<file path="config.mk">
export PLATFORM = sky130hd
export DESIGN_NAME = sha256core_out_collector
export DESIGN_NICKNAME = d
export VERILOG_FILES = /design/src/rtl/sha256core_out_collector_pkg.sv /design/src/rtl/sha256_out_ram.sv /design/src/rtl/sha256core_out_collector.sv
export SDC_FILE = /design/constraint.sdc
export NUM_CORES = 1
export LEC_CHECK = 0
export CAP_MARGIN = 5
export CORE_MARGIN = 2
export CORE_UTILIZATION = 52
export DETAILED_ROUTE_END_ITERATION = 16
export PLACE_DENSITY = 0.68
export SETUP_SLACK_MARGIN = 0.1
export SLEW_MARGIN = 10
export SYNTH_ARGS = -nofsm -noshare
export SYNTH_HDL_FRONTEND = slang
export SYNTH_HIERARCHICAL = 1
export SYNTH_SLANG_ARGS = --single-unit
export TNS_END_PERCENT = 100
</file>
<file path="constraint.sdc">
create_clock -name CLK -period 4.4 [get_ports CLK]
set_input_delay 0.44 -clock CLK [delete_from_list [all_inputs] [get_ports CLK]]
set_output_delay 0.44 -clock CLK [all_outputs]
set_load 0.05 [all_outputs]
</file>
<file path="src/rtl/sha256core_out_collector_pkg.sv">
// Shared constants, types and helpers for the sha256core result collector.
// Holds result geometry, slot indexing and the read-side FSM/beat types.
package sha256core_out_collector_pkg;

  localparam int unsigned WORD_W    = 32;
  localparam int unsigned N_WORDS   = 8;
  localparam int unsigned N_SLOTS   = 4;
  localparam int unsigned WCNT_W    = $clog2(N_WORDS);
  localparam int unsigned SLOT_W    = $clog2(N_SLOTS);
  localparam int unsigned ADDR_W    = SLOT_W + WCNT_W;
  localparam int unsigned RAM_DEPTH = 1 << ADDR_W;

  typedef enum logic {
    RD_IDLE = 1'b0,
    RD_OUT  = 1'b1
  } rd_state_e;

  // One beat on the downstream result stream.
  typedef struct packed {
    logic [SLOT_W-1:0] slot;
    logic              last;
    logic [WORD_W-1:0] data;
  } out_beat_t;

  // Buffer slot owned by a {seq_num, ctx_num} pair.
  function automatic logic [SLOT_W-1:0] slot_idx(input logic ctx_num, input logic seq_num);
    return {seq_num, ctx_num};
  endfunction

endpackage

</file>
<file path="src/rtl/sha256_out_ram.sv">
// Result buffer: 32 x 32 distributed RAM, one synchronous write port and
// one asynchronous read port. Contents are never cleared.
// Ports: CLK; we/waddr/wdata write port; raddr -> rdata_c (combinational).
module sha256_out_ram
  import sha256core_out_collector_pkg::*;
(
  input  logic              CLK,
  input  logic              we,
  input  logic [ADDR_W-1:0] waddr,
  input  logic [WORD_W-1:0] wdata,
  input  logic [ADDR_W-1:0] raddr,
  output logic [WORD_W-1:0] rdata_c
);

  logic [WORD_W-1:0] mem [RAM_DEPTH];

  always_ff @(posedge CLK) begin
    if (we) mem[waddr] <= wdata;
  end

  assign rdata_c = mem[raddr];

endmodule

</file>
<file path="src/rtl/sha256core_out_collector.sv">
// Receive-side collector for the sha256core result stream. Assembles the
// N_WORDS result words of each {seq,ctx} slot into a 4-slot buffer and
// streams complete results downstream, round-robin across full slots.
// Ports: CLK/RST_N (sync, active-low); core_dout* write side from the core;
// slot_free back-pressure to the scheduler; dout/dout_valid/dout_slot/
// dout_last + rd_en downstream handshake; err_overflow sticky error.
module sha256core_out_collector
  import sha256core_out_collector_pkg::*;
(
  input  logic              CLK,
  input  logic              RST_N,
  input  logic [WORD_W-1:0] core_dout,
  input  logic              core_dout_en,
  input  logic              core_dout_ctx_num,
  input  logic              core_dout_seq_num,
  output logic [N_SLOTS-1:0] slot_free,
  output logic [WORD_W-1:0] dout,
  output logic              dout_valid,
  output logic [SLOT_W-1:0] dout_slot,
  output logic              dout_last,
  input  logic              rd_en,
  output logic              err_overflow
);

  logic [SLOT_W-1:0] wr_slot_c;
  logic [WCNT_W-1:0] wcnt [N_SLOTS];
  logic [N_SLOTS-1:0] full;

  rd_state_e         state, state_n;
  out_beat_t         beat, beat_n;
  logic              valid_n;
  logic [WCNT_W-1:0] rptr, rptr_n;
  logic [SLOT_W-1:0] last_served, last_served_n;

  logic              pick_vld_c;
  logic [SLOT_W-1:0] pick_slot_c;
  logic              xfer_c;
  logic              rd_done_c;
  logic [ADDR_W-1:0] raddr_c;
  logic [WORD_W-1:0] rdata_c;

  assign wr_slot_c = slot_idx(core_dout_ctx_num, core_dout_seq_num);
  assign xfer_c    = dout_valid & rd_en;

  assign dout      = beat.data;
  assign dout_slot = beat.slot;
  assign dout_last = beat.last;

  sha256_out_ram u_ram (
    .CLK     (CLK),
    .we      (core_dout_en),
    .waddr   ({wr_slot_c, wcnt[wr_slot_c]}),
    .wdata   (core_dout),
    .raddr   (raddr_c),
    .rdata_c (rdata_c)
  );

  // Write side: per-slot word counters, full flags, free flags, overflow.
  // The counter wraps to 0 on its own after word N_WORDS-1 (power of 2).
  // A write after a read completion in the same cycle wins on slot_free.
  always_ff @(posedge CLK) begin
    if (!RST_N) begin
      for (int i = 0; i < int'(N_SLOTS); i++) wcnt[i] <= '0;
      full         <= '0;
      slot_free    <= '1;
      err_overflow <= 1'b0;
    end else begin
      if (rd_done_c) begin
        full[beat.slot]      <= 1'b0;
        slot_free[beat.slot] <= 1'b1;
      end
      if (core_dout_en) begin
        wcnt[wr_slot_c]      <= WCNT_W'(wcnt[wr_slot_c] + 1'b1);
        slot_free[wr_slot_c] <= 1'b0;
        if (full[wr_slot_c]) err_overflow <= 1'b1;
        if (wcnt[wr_slot_c] == WCNT_W'(N_WORDS - 1)) full[wr_slot_c] <= 1'b1;
      end
    end
  end

  // Round-robin arbiter: first full slot after the last one served.
  always_comb begin
    pick_vld_c  = 1'b0;
    pick_slot_c = last_served;
    for (int unsigned i = 1; i <= N_SLOTS; i++) begin
      if (!pick_vld_c && full[last_served + SLOT_W'(i)]) begin
        pick_vld_c  = 1'b1;
        pick_slot_c = last_served + SLOT_W'(i);
      end
    end
  end

  // Read FSM state register.
  always_ff @(posedge CLK) begin
    if (!RST_N) state <= RD_IDLE;
    else        state <= state_n;
  end

  // Read FSM next state.
  always_comb begin
    state_n = state;
    case (state)
      RD_IDLE: if (pick_vld_c) state_n = RD_OUT;
      RD_OUT:  if (xfer_c && beat.last) state_n = RD_IDLE;
      default: state_n = RD_IDLE;
    endcase
  end

  // Read FSM outputs: next beat, read pointer and RAM read address.
  always_comb begin
    beat_n        = beat;
    valid_n       = dout_valid;
    rptr_n        = rptr;
    last_served_n = last_served;
    rd_done_c     = 1'b0;
    raddr_c       = {beat.slot, rptr};
    case (state)
      RD_IDLE: begin
        raddr_c = {pick_slot_c, WCNT_W'(0)};
        if (pick_vld_c) begin
          beat_n.slot   = pick_slot_c;
          beat_n.data   = rdata_c;
          beat_n.last   = 1'b0;
          valid_n       = 1'b1;
          rptr_n        = WCNT_W'(1);
          last_served_n = pick_slot_c;
        end
      end
      RD_OUT: begin
        if (xfer_c) begin
          if (beat.last) begin
            valid_n     = 1'b0;
            beat_n.last = 1'b0;
            rd_done_c   = 1'b1;
          end else begin
            beat_n.data = rdata_c;
            beat_n.last = (rptr == WCNT_W'(N_WORDS - 1));
            rptr_n      = WCNT_W'(rptr + 1'b1);
          end
        end
      end
      default: ;
    endcase
  end

  // Registered read-side outputs; after reset arbitration starts at slot 0.
  always_ff @(posedge CLK) begin
    if (!RST_N) begin
      beat        <= '0;
      dout_valid  <= 1'b0;
      rptr        <= '0;
      last_served <= SLOT_W'(N_SLOTS - 1);
    end else begin
      beat        <= beat_n;
      dout_valid  <= valid_n;
      rptr        <= rptr_n;
      last_served <= last_served_n;
    end
  end

endmodule
</file>
# After elaboration in Yosys (flattened, before gate mapping)

Memories as Yosys holds them, arrays and structs flattened.
Index checks and enable logic that the tools add are counted.

Register bits: 51
RAM bits: 1036
Input port bits: 38
Memories kept: 2

$add $sub $neg: 5
Order comparisons: 8
Eq/ne operators: 6
Muxes and demuxes: 57
Bitwise operators: 8
Reduce and logical (&&, ||, !) cells: 15

Memories:

| memory    | depth | bits a word | rd ports | clocked after Yosys merged registers in | write ports | RTL line                       | text |
|---|---|---|---|---|---|---|---|
| u_ram.mem | 32    | 32          | 1        | 0                                       | 1           | sha256_out_ram.sv:15           | `logic [WORD_W-1:0] mem [RAM_DEPTH];` |
| wcnt      | 4     | 3           | 1        | 0                                       | 4           | sha256core_out_collector.sv:26 | `logic [WCNT_W-1:0] wcnt [N_SLOTS];` |

Operators with widths:

| cell                | number |
|---|---|
| $mux 33             | 2 |
| $pmux 33 s2         | 1 |
| $mux 32             | 1 |
| $mux 4              | 7 |
| $mux 1              | 26 |
| $lt 2x3->1 const B  | 6 |
| $mux 3              | 4 |
| $bmux 1 s2          | 5 |
| $mux 2              | 5 |
| $and 4x4->4         | 2 |
| $not 4->4           | 2 |
| $or 4x4->4          | 2 |
| $add 3x1->3 const B | 2 |
| $eq 3x3->1 const B  | 2 |
| $logic_and 1x1->1   | 6 |
| $pmux 3 s2          | 1 |
| $reduce_and 2->1    | 3 |
| $reduce_and 3->1    | 2 |
| $mux 5              | 1 |
| $add 2x2->2 const B | 2 |
| $demux 1 s2         | 2 |
| $ge 2x1->1 const B  | 2 |
| $ne 2x1->1 const B  | 2 |
| $ne 2x2->1 const B  | 2 |
| other kinds (6)     | 9 |

# Longest topological paths before layout

Gate-level depths: netlist (run 1).
An unclocked memory read counts as a cell.

Depth after elaboration: 18
Gate-level depth with buffers: 12
Mapped depth without buffers: 10

# Hierarchy

The synthesis (run 1) kept the hierarchy.

By module, submodules not included:

| module                   | times used | cells an instance | area each (µm²) | seq. area each (µm²) |
|---|---|---|---|---|
| sha256_out_ram           | 1          | 2228              | 39850.7         | 30749.5 |
| sha256core_out_collector | 1          | 287               | 2646.3          | 1381.3 |

# Worst setup path after synthesis (run 1)

No wires, ideal clock.

Kind: input to register
Start point: in core_dout_ctx_num
End point: mem u_ram.mem[12][0], enable pin
Library setup time: 421 ps
Arrival time: 3210 ps
Required time: 3979 ps
Slack: 769 ps
Cell stages on the path: 5
Buffers on the path: 2
Cells stage by stage: buf_2 mux4_2 or3b_2 clkbuf_1 nor2_1

Cells in the longest elaborated chain, start to end: 1

RTL lines:

| item        | RTL line                       | text |
|---|---|---|
| from (decl) | sha256core_out_collector.sv:14 | `input logic core_dout_ctx_num,` |
| $mem_v2 4x3 | --                             |  |
| to (decl)   | sha256_out_ram.sv:15           |  |

Parallel ways exist; a longest one is shown, timed or not.

==> results of run 1 <==
-- cells by family after synthesis --
logic type / Yosys count
AND/OR/NAND/NOR: 407
adder cells (fa/ha/maj): 4
buffers and inverters: 152
flip-flops: 1087
multiplexers: 516
AO/OA/AOI/OAI: 349
-- path summary, 6_finish.rpt --
kind / start / endpoint / slack [ns] / cells after the start
hold / removal: RST_N / dout[3] / 0.27 / 3
hold reg to reg: dout[3] / dout[3] / 0.45 / 2
setup / recovery: state / dout[1] / 1.04 / 9
setup reg to reg: state / dout[1] / 1.04 / 9
-- cells in the final DEF (no fill, tap or decap), types with 14 or more instances in the layout --
master,synthesis,final
edfxtp_1,1036,1036
mux2i_1,512,512
nand2_1,151,150
nand3_1,134,134
clkbuf_16,0,105
a21oi_1,102,102
a22oi_1,96,96
buf_4,33,73
clkdlybuf4s50_1,0,69
a22o_1,65,65
dfxtp_1,51,51
nor3_1,40,40
a31oi_1,33,33
nor2_4,0,33
clkinv_2,0,28
o21ai_1,26,26
buf_12,0,26
clkbuf_1,46,21
clkinv_1,0,14
-- sequential cells by signal, summed over array words and instances (netlist names) --
signal        cells
u_ram/mem      1024
dout             32
wcnt             12
full              4
slot_free         4
rptr              3
dout_slot         2
last_served       2
dout_last         1
dout_valid        1
err_overflow      1
state             1
-- routing by layer --
layer,wire (µm),GRT usage [%],vias to the layer above,share of wire (%)
met3,7610,3.638,112,7.7
met4,1568,5.831,0,1.6
met5,0,0,-,0
met1,41850,33.45,11701,43
li1,-,-,10190,-
met2,47270,37.04,945,48
-- metrics by stage --
| step | hold WS [ns] | power [W] | util [%] | setup WS [ns] | instance area [µm²] |
|---|---|---|---|---|---|
| final | 0.2675 | 0.02083 | 59.98 | 1.036 | 48390 |
| after global routing | 0.2489 | 0.02142 | 59.98 | 0.8367 | 48390 |
| after CTS | 0.2207 | 0.02098 | 60.02 | 1.074 | 48430 |
| after detailed placement | 0.4432 | 0.01233 | 55.86 | 0.6340 | 45070 |
| after global placement | 0.4378 | 0.01231 | 55.86 | 0.7289 | 45070 |
| after floorplan | 0.4482 | 0.01194 | - | 0.7694 | 42500 |
-- worst register-to-register path: cells and delay by family (launching register included) --
| family | cells | cell delay (ns) |
|---|---|---|
| multiplexers | 1 | 0.23 |
| AND/OR/NAND/NOR | 4 | 0.99 |
| flip-flops | 1 | 0.62 |
| AO/OA/AOI/OAI | 2 | 0.41 |
| buffers and inverters | 2 | 1.06 |
-- cell type report --
| type | count | share of cell area (%) |
|---|---|---|
| sequential | 1087 | 66.39 |
| multi-input combinational | 1276 | 20.15 |
| clock buffer | 133 | 5.791 |
| timing repair buffer | 176 | 3.718 |
| tap | 1060 | 2.741 |
| clock inverter | 60 | 1.151 |
| inverter | 5 | 0.03878 |
| antenna | 3 | 0.01551 |
-- power breakdown --
| group | internal (W) | leakage (nW) | switching [W] |
|---|---|---|---|
| registers | 0.0114 | 9.76 | 0.0000316 |
| logic | 0.000160 | 3.15 | 0.000472 |
| clock network | 0.00508 | 1.66 | 0.00364 |
==> impl_metrics.csv, run 1 <==
group,metric,value,unit
global_routing,antenna_found_initial,2,
synth,ys_seq_area_share,75.61,%
clocking,cts.reportedPaths.clkPinSlew,0.06,ns
global_routing,grt_max_degree,86,
clocking,clk_path_buf_depth,3,
global_routing,grt_pass1_wl,145.2,mm
clocking,cts_resized,0,
placement,placedCellCount,3604,
synth,syn-cell-area,0.04250,mm²
worst_setup_path,cp_common_cell,"nand3_1",
placement,gp_congestion,0.8332,
worst_setup_path,max_stage_delay,0.71,ns
clocking,cts_hold_buf,0,
finish,final_nets,2691,
sta,hold_viol,0,
finish,fillCellCount,5862,
sta,worst_clock_skew,0.02105,ns
worst_setup_path,arrival,3.94,ns
worst_setup_path,path_class,"register to register",
floorplan,row_count,104,
drt,drc,0,
drt,num_vias,22948,
synth,syn_inst,2515,
sta,slew-limit-headroom,17.91,%
clocking,cts_tree,"built",
synth,yosysTopAreaCell,"edfxtp_1",
sta,tns,0,ns
clocking,clk_latency,0.66,ns
finish,syn2layout_area_growth,13.88,%
worst_setup_path,cp_max_fo,49,
drt,vias_per_cell,6.039,
synth,ys_async_sr_fraction,0,%
global_routing,grt_pass1_vias,22566,
placement,portBuffers,78,
sta,rsz0062_at_grt,"false",
placement,dp.final_hpwl,57.39,mm
drt,drt_wl_total,98.29,mm
clocking,htree_levels,3,
synth,synth-compound-area-share,5.467,%
synth,synthTopCellsByArea,"edfxtp_1 (73%), mux2i_1 (12%), dfxtp_1 (2.4%)",
pwr,p_per_area,430.5,mW/mm²
worst_setup_path,startpoint_type,"register",
clocking,cts_root_buf,"clkbuf_16",
drt,drtPass1Iterations,5,
global_routing,globalRouteOverflowTotal,0,
synth,yosys-top-cells-count,"edfxtp_1 (1036), mux2i_1 (512), nand2_1 (151)",
worst_setup_path,crit_family,"buffers and inverters",
drt,drt-initial-drc-count,2404,
synth,netlist.area_leader.share,73.20,%
synth,synthAdderAreaFrac,0.1178,%
synth,synth_fp_nets,2557,
sta,post-route-period-util,76.46,%
floorplan,pin_count,79,
synth,synth_top_family_by_area,"multiplexers",
worst_setup_path,cp.required,4.97,ns
sta,finalCriticalPeriod,3.364,ns
finish,layout.cells.non_filler,3800,
global_routing,grt_util_all_layers,23.11,%
synth,synth_cell_types,49,
outcome,outcome,"complete, no violations",
floorplan,initial_core_util,52.68,%
worst_setup_path,cpMaxStageDelayCell,"buf_4",
worst_setup_path,path_cells,"and2_4 -> buf_12 -> buf_4 -> mux2i_1 -> a22oi_1 -> nand3_1 -> nand3_1 -> nand3_1 -> o21ai_1",
floorplan,fp.dieH,289.9,µm
drt,wl_per_cell,25.87,µm
synth,ys_ff_latch,1087,
floorplan,core_area,0.08068,mm²
drt,ant_nets,0,
sta,max_freq,0.2973,GHz
sta,finalSetupViolCount,0,
finish,multi_input_area,0.009752,mm²
sta,tightestPinTransition,1.227,ns
synth,ys.warnings.count,6,
job,max-cap-violations,0,
clocking,cts.sinks,1087,
clocking,cts-buffers-inserted,103,
worst_setup_path,cp-end-kind,"register",
pwr,ir_drop,0.0002907,V
finish,seq_area,0.03213,mm²
synth,synth_edf_count,1036,
synth,muxShareOfSynthArea,12.27,%
worst_setup_path,crit_buf_inv,2,
synth,yosys.area_share.simple,4.425,%
min_path,hold_class,"input pin to register",
pwr,p_leak,14.58,nW
sta,maxSlewViolCount,0,
floorplan,die_w,289.9,µm
synth,synth-xor-area-share,0,%
synth,avgSynthCellArea,16.90,µm²
synth,ys.flop_type,"edfxtp_1",
floorplan,die-area,0.08403,mm²
synth,synth.most_common_cell,"edfxtp_1",
finish,layout-drive-gt1-share,11.76,%
clocking,post_cts_buffers,0,
Power figures use the tool's default switching activity.
==> run 2, diff against run 1 <==
- clock period: 4.4 -> 3.19 ns (I/O delays scaled with it)
==> impl_metrics.csv, run 2 (same netlist as run 1, synthesis figures left out) <==
group,metric,value,unit
sta,finalCriticalPeriod,2.851,ns
floorplan,fp.dieH,289.9,µm
placement,dp.final_hpwl,60.09,mm
finish,layout_common_cells,"edfxtp_1 (1036), mux2i_1 (512), nand2_1 (150), nand3_1 (134), clkbuf_16 (108)",
finish,seq_area,0.03213,mm²
global_routing,grt_pass1_vias,22992,
drt,drtPass1Iterations,5,
placement,portBuffers,78,
floorplan,pin_count,79,
clocking,htree_levels,3,
pwr,ir_drop,0.0004072,V
sta,post-route-period-util,89.37,%
outcome,outcome,"complete, no violations",
worst_setup_path,crit_end,"dout[30]",
placement,placedCellCount,3652,
placement,post-place-ws,-0.2140,ns
global_routing,globalRouteOverflowTotal,0,
finish,layout_commonest_cell,"edfxtp_1",
worst_setup_path,r2r_end,"dout[30]",
floorplan,row_count,104,
drt,num_vias,23104,
global_routing,grt_max_degree,68,
worst_setup_path,cp.required,3.79,ns
finish,largest_reg_flops,1024,
sta,hold_viol,0,
clocking,post_cts_buffers,0,
finish,layout.cells.non_filler,3847,
clocking,cts_root_buf,"clkbuf_16",
worst_setup_path,crit_start,"full[3]",
global_routing,grt_pass1_wl,148.4,mm
floorplan,core_area,0.08068,mm²
finish,post-route-util,60.98,%
worst_setup_path,rrSetupSlack,0.34,ns
worst_setup_path,cp-end-kind,"register",
drt,dr_wl_met3,7.569,mm
finish,syn2layout_area_growth,15.76,%
drt,ant_nets,0,
sta,slew-limit-headroom,12.26,%
worst_setup_path,cpMaxStageDelayCell,"o311ai_0",
pwr,finalPower,0.02896,W
worst_setup_path,startpoint_type,"register",
clocking,clk_path_buf_depth,3,
worst_setup_path,path_cells,"o311ai_0 -> o21ai_1 -> or2_2 -> buf_12 -> nor3_1 -> a31oi_1 -> nand3_1 -> nand3_1 -> o21ai_1",
sta,fin_hold_ws,0.06516,ns
worst_setup_path,max_stage_delay,0.56,ns
clocking,cts.sinks,1087,
min_path,hold_class,"input pin to register",
sta,finalSetupViolCount,0,
drt,wl_met2,48.87,mm
floorplan,die_w,289.9,µm
sta,setup_ws,0.3390,ns
finish,final_nets,2742,
global_routing,antenna_found_initial,3,
drt,drc,0,
clocking,cts_tree,"built",
clocking,cts_resized,0,
drt,vias_per_cell,6.006,
finish,regMostFlops,"u_ram/mem",
worst_setup_path,reg2reg_from,"full[3]",
sta,tightestPinTransition,1.313,ns
sta,max_freq,0.3508,GHz
drt,wl_per_cell,26.07,µm
finish,fillCellCount,5763,
worst_setup_path,path_class,"register to register",
floorplan,die-area,0.08403,mm²
worst_setup_path,r2r_cells,9,
clocking,cts.reportedPaths.clkPinSlew,0.06,ns
pwr,p_leak,14.95,nW
job,max-cap-violations,0,
pwr,p_per_area,588.8,mW/mm²
global_routing,grt_util_all_layers,23.69,%
clocking,clk_latency,0.67,ns
clocking,cts_hold_buf,0,
finish,layout-drive-gt1-share,13.21,%
drt,drt_wl_total,100.3,mm
worst_setup_path,cp_max_fo,32,
placement,gp_congestion,0.8078,
sta,rsz0062_at_grt,"false",
sta,maxSlewViolCount,0,
sta,worst_clock_skew,0.01872,ns
drt,drt-initial-drc-count,2673,
drt,wl_met1,41.08,mm
clocking,cts-buffers-inserted,106,
floorplan,initial_core_util,52.68,%
worst_setup_path,arrival,3.45,ns
drt,top_layer_used,"met4",
finish,multi_input_area,0.009761,mm²
-- run 2: cell types whose count changed in the layout (fill, tap and decap cells not counted), moves of 2 or more --
cell / previous run / this run
clkbuf_8: 7 / 5
buf_4: 73 / 93
clkinv_8: 0 / 2
inv_6: 4 / 2
clkdlybuf4s50_1: 69 / 76
buf_2: 8 / 1
buf_12: 26 / 54
clkinvlp_4: 3 / 6
clkbuf_16: 105 / 108
diode_2: 3 / 1
clkinv_1: 14 / 16
clkbuf_1: 21 / 16
-- run 2: critical path, delay by kind of cell, from the launching register on --
kind	cells	cell delay [ns]
AOI/OAI and AO/OA	4	1.06
buffers and inverters	1	0.19
DFF	1	0.40
and+or+nand+nor	4	1.10
-- run 2: worst min-delay path by stage --
stage	startpoint	endpoint	slack [ns]	depth (start not counted)
floorplan	core_dout[0]	u_ram/mem[0][0]	0.42	0
global placement	dout[15]	dout[15]	0.44	2
detailed placement	dout[6]	dout[6]	0.44	2
CTS	RST_N	slot_free[0]	0.03	2
global route	RST_N	slot_free[0]	0.07	2
finish	RST_N	slot_free[2]	0.07	2
-- run 2: routing by layer --
| layer | GRT usage [%] | vias to the layer above |
|---|---|---|
| met5 | 0 | - |
| met3 | 3.286 | 163 |
| met2 | 39.25 | 969 |
| li1 | - | 10266 |
| met1 | 32.79 | 11706 |
| met4 | 7.444 | 0 |
-- run 2: final cells by class --
type | instances | share of cell area, %
diodes | 1 | 0.005087
clock buffers | 129 | 5.756
clock inverters | 65 | 1.178
inverters | 5 | 0.03815
multi-input cells | 1276 | 19.84
flip-flops and latches | 1087 | 65.31
well taps | 1060 | 2.696
repair buffers | 224 | 5.173
-- run 2: where the power goes --
part	leakage, nW	internal (W)	switching (W)
registers	9.76	0.0158	0.0000439
clock network	1.68	0.00703	0.00516
logic	3.51	0.000269	0.000675
-- run 2: stage by stage --
stage	cell area (µm²)	setup TNS, ns
finish	49190	0
global route	49190	0
CTS	49180	0
detailed placement	45770	-10.68
global placement	45770	-4.636
floorplan	42520	-107.33
==> run 3, diff against run 2 <==
- CORE_UTILIZATION: 52 -> 50
- PLACE_DENSITY: 0.68 -> 0.66
==> impl_metrics.csv, run 3 (same netlist as run 1, synthesis figures left out) <==
group,metric,value,unit
drt,wl_per_cell,26.30,µm
sta,slew-limit-headroom,30.43,%
pwr,p_sw,0.005903,W
sta,fin_hold_ws,0.07396,ns
placement,dp.final_hpwl,61.93,mm
worst_setup_path,reg2reg_from,"state",
worst_setup_path,r2r_cells,9,
floorplan,die-area,0.08734,mm²
outcome,outcome,"complete, no violations",
sta,hold_viol,0,
pwr,comb_power_share,3.3,%
pwr,pwr-share-seq,54.7,%
worst_setup_path,startpoint_type,"register",
placement,gp_congestion,0.8245,
finish,final_nets,2745,
worst_setup_path,rrSetupSlack,0.31,ns
pwr,power_frac_clock,42.0,%
worst_setup_path,cp.required,3.74,ns
clocking,cts-buffers-inserted,105,
sta,tns,0,ns
pwr,intPower,0.02303,W
worst_setup_path,cpMaxStageDelayCell,"dfxtp_2",
floorplan,row_count,106,
sta,worst_clock_skew,0.02569,ns
clocking,clk_path_buf_depth,3,
finish,regMostFlops,"u_ram/mem",
clocking,cts_root_buf,"clkbuf_16",
pwr,p_leak,14.91,nW
finish,seq_area,0.03213,mm²
min_path,hold_path_depth,2,
global_routing,grt_max_degree,68,
min_path,worstHoldStart,"RST_N",
worst_setup_path,r2r_end,"dout[6]",
global_routing,antenna_found_initial,1,
drt,vias_per_cell,5.906,
worst_setup_path,cp_max_fo,19,
worst_setup_path,crit_buf_inv,2,
sta,tightestPinTransition,1.041,ns
global_routing,grt_pass1_wl,151.0,mm
drt,drt_wl_total,103.2,mm
worst_setup_path,arrival,3.43,ns
clocking,cts.sinks,1087,
min_path,hold_class,"input pin to register",
pwr,p_per_area,587.4,mW/mm²
floorplan,die_w,295.5,µm
drt,drc,0,
drt,drtPass1Iterations,5,
sta,finalSetupViolCount,0,
sta,max_freq,0.3469,GHz
pwr,p_sw_share,20.40,%
finish,multi_input_area,0.009766,mm²
sta,finalCriticalPeriod,2.882,ns
floorplan,pin_count,79,
worst_setup_path,path_class,"register to register",
finish,layout_commonest_cell,"edfxtp_1",
finish,syn2layout_area_growth,15.92,%
worst_setup_path,crit_family,"simple AND/OR/NAND/NOR gates",
clocking,htree_levels,3,
worst_setup_path,path_cells,"and2_1 -> and2_4 -> buf_4 -> buf_4 -> a21oi_1 -> a31oi_1 -> nand3_1 -> nand3_1 -> o21ai_1",
sta,rsz0062_at_grt,"false",
sta,post-route-period-util,90.36,%
finish,fillCellCount,6113,
finish,layout-drive-gt1-share,12.79,%
placement,portBuffers,78,
floorplan,fp.dieH,295.5,µm
drt,num_vias,23182,
finish,diodes,0,
worst_setup_path,max_stage_delay,0.49,ns
clocking,post_cts_buffers,0,
clocking,cts.reportedPaths.clkPinSlew,0.06,ns
finish,layout_common_cells,"edfxtp_1 (1036), mux2i_1 (512), nand2_1 (150), nand3_1 (134), clkbuf_16 (106)",
min_path,whs_endpoint,"slot_free[2]",
floorplan,core_area,0.08395,mm²
pwr,ir_drop,0.0004118,V
clocking,cts_hold_buf,0,
global_routing,grt_util_all_layers,23.71,%
global_routing,globalRouteOverflowTotal,0,
drt,drt-initial-drc-count,2652,
clocking,cts_tree,"built",
sta,maxSlewViolCount,0,
drt,ant_nets,0,
finish,post-route-util,58.68,%
clocking,clk_latency,0.67,ns
global_routing,grt_pass1_vias,23027,
worst_setup_path,cp-end-kind,"register",
finish,largest_reg_flops,1024,
floorplan,initial_core_util,50.62,%
job,max-cap-violations,0,
run 3: timing repair:
action | CTS | global route
gates resized for setup | 0 | 5
endpoints found under the hold margin | 0 | 0
setup endpoints to repair | 0 | 23
run 3: worst max path at each step:
stage                            from                end  slack (ns)  cells after the start
global placement    core_dout_ctx_num   u_ram/mem[15][0]        0.11                      5
global route                  full[3]            dout[6]        0.15                     11
finish                          state            dout[6]        0.31                      9
floorplan           core_dout_ctx_num    u_ram/mem[0][0]       -0.32                      5
CTS                             state            dout[6]        0.14                      9
detailed placement  core_dout_ctx_num  u_ram/mem[15][27]        0.06                      5
run 3: area by class of cell:
class	instances	share of cell area, %
inverter	5	0.03810
timing repair buffer	228	5.186
multi-input combinational	1276	19.82
clock buffer	141	5.753
clock inverter	54	1.092
tap	1134	2.880
sequential	1087	65.23
run 3: power by group through the flow:
stage / logic [W] / clock network (W) / registers, W
2_1_floorplan: 0.000313 / 0 / 0.0162
3_3_place_gp: 0.000925 / 0 / 0.0161
3_5_place_dp: 0.000947 / 0 / 0.0161
4_1_cts: 0.000952 / 0.0123 / 0.0158
5_1_grt: 0.00101 / 0.0129 / 0.0158
6_report: 0.000952 / 0.0121 / 0.0158
run 3: through the flow:
step	cell area, µm²	total power, W	worst slack, ns	cells
after floorplan	42520	0.01648	-0.3196	2515
after global placement	45880	0.01705	0.1077	3730
after detailed placement	45880	0.01708	0.05936	3730
after CTS	49250	0.02909	0.1439	3925
after global routing	49260	0.02972	0.1473	3925
final	49260	0.02893	0.3075	3925
run 3: worst reg2reg max path: stages (launching register included):
cell and delay (ns):
dfxtp_2 0.49, and2_1 0.34, and2_4 0.37, buf_4 0.35, buf_4 0.31, a21oi_1 0.16, a31oi_1 0.40, nand3_1 0.15
nand3_1 0.12, o21ai_1 0.07
run 3: per-layer routing:
metal | up-vias | GRT usage, % | wire length [µm]
met5 | - | 0 | 0
met1 | 11803 | 33.46 | 43280
met3 | 133 | 3.984 | 8083
li1 | 10286 | - | -
met2 | 960 | 38.36 | 49650
met4 | 0 | 6.525 | 2202
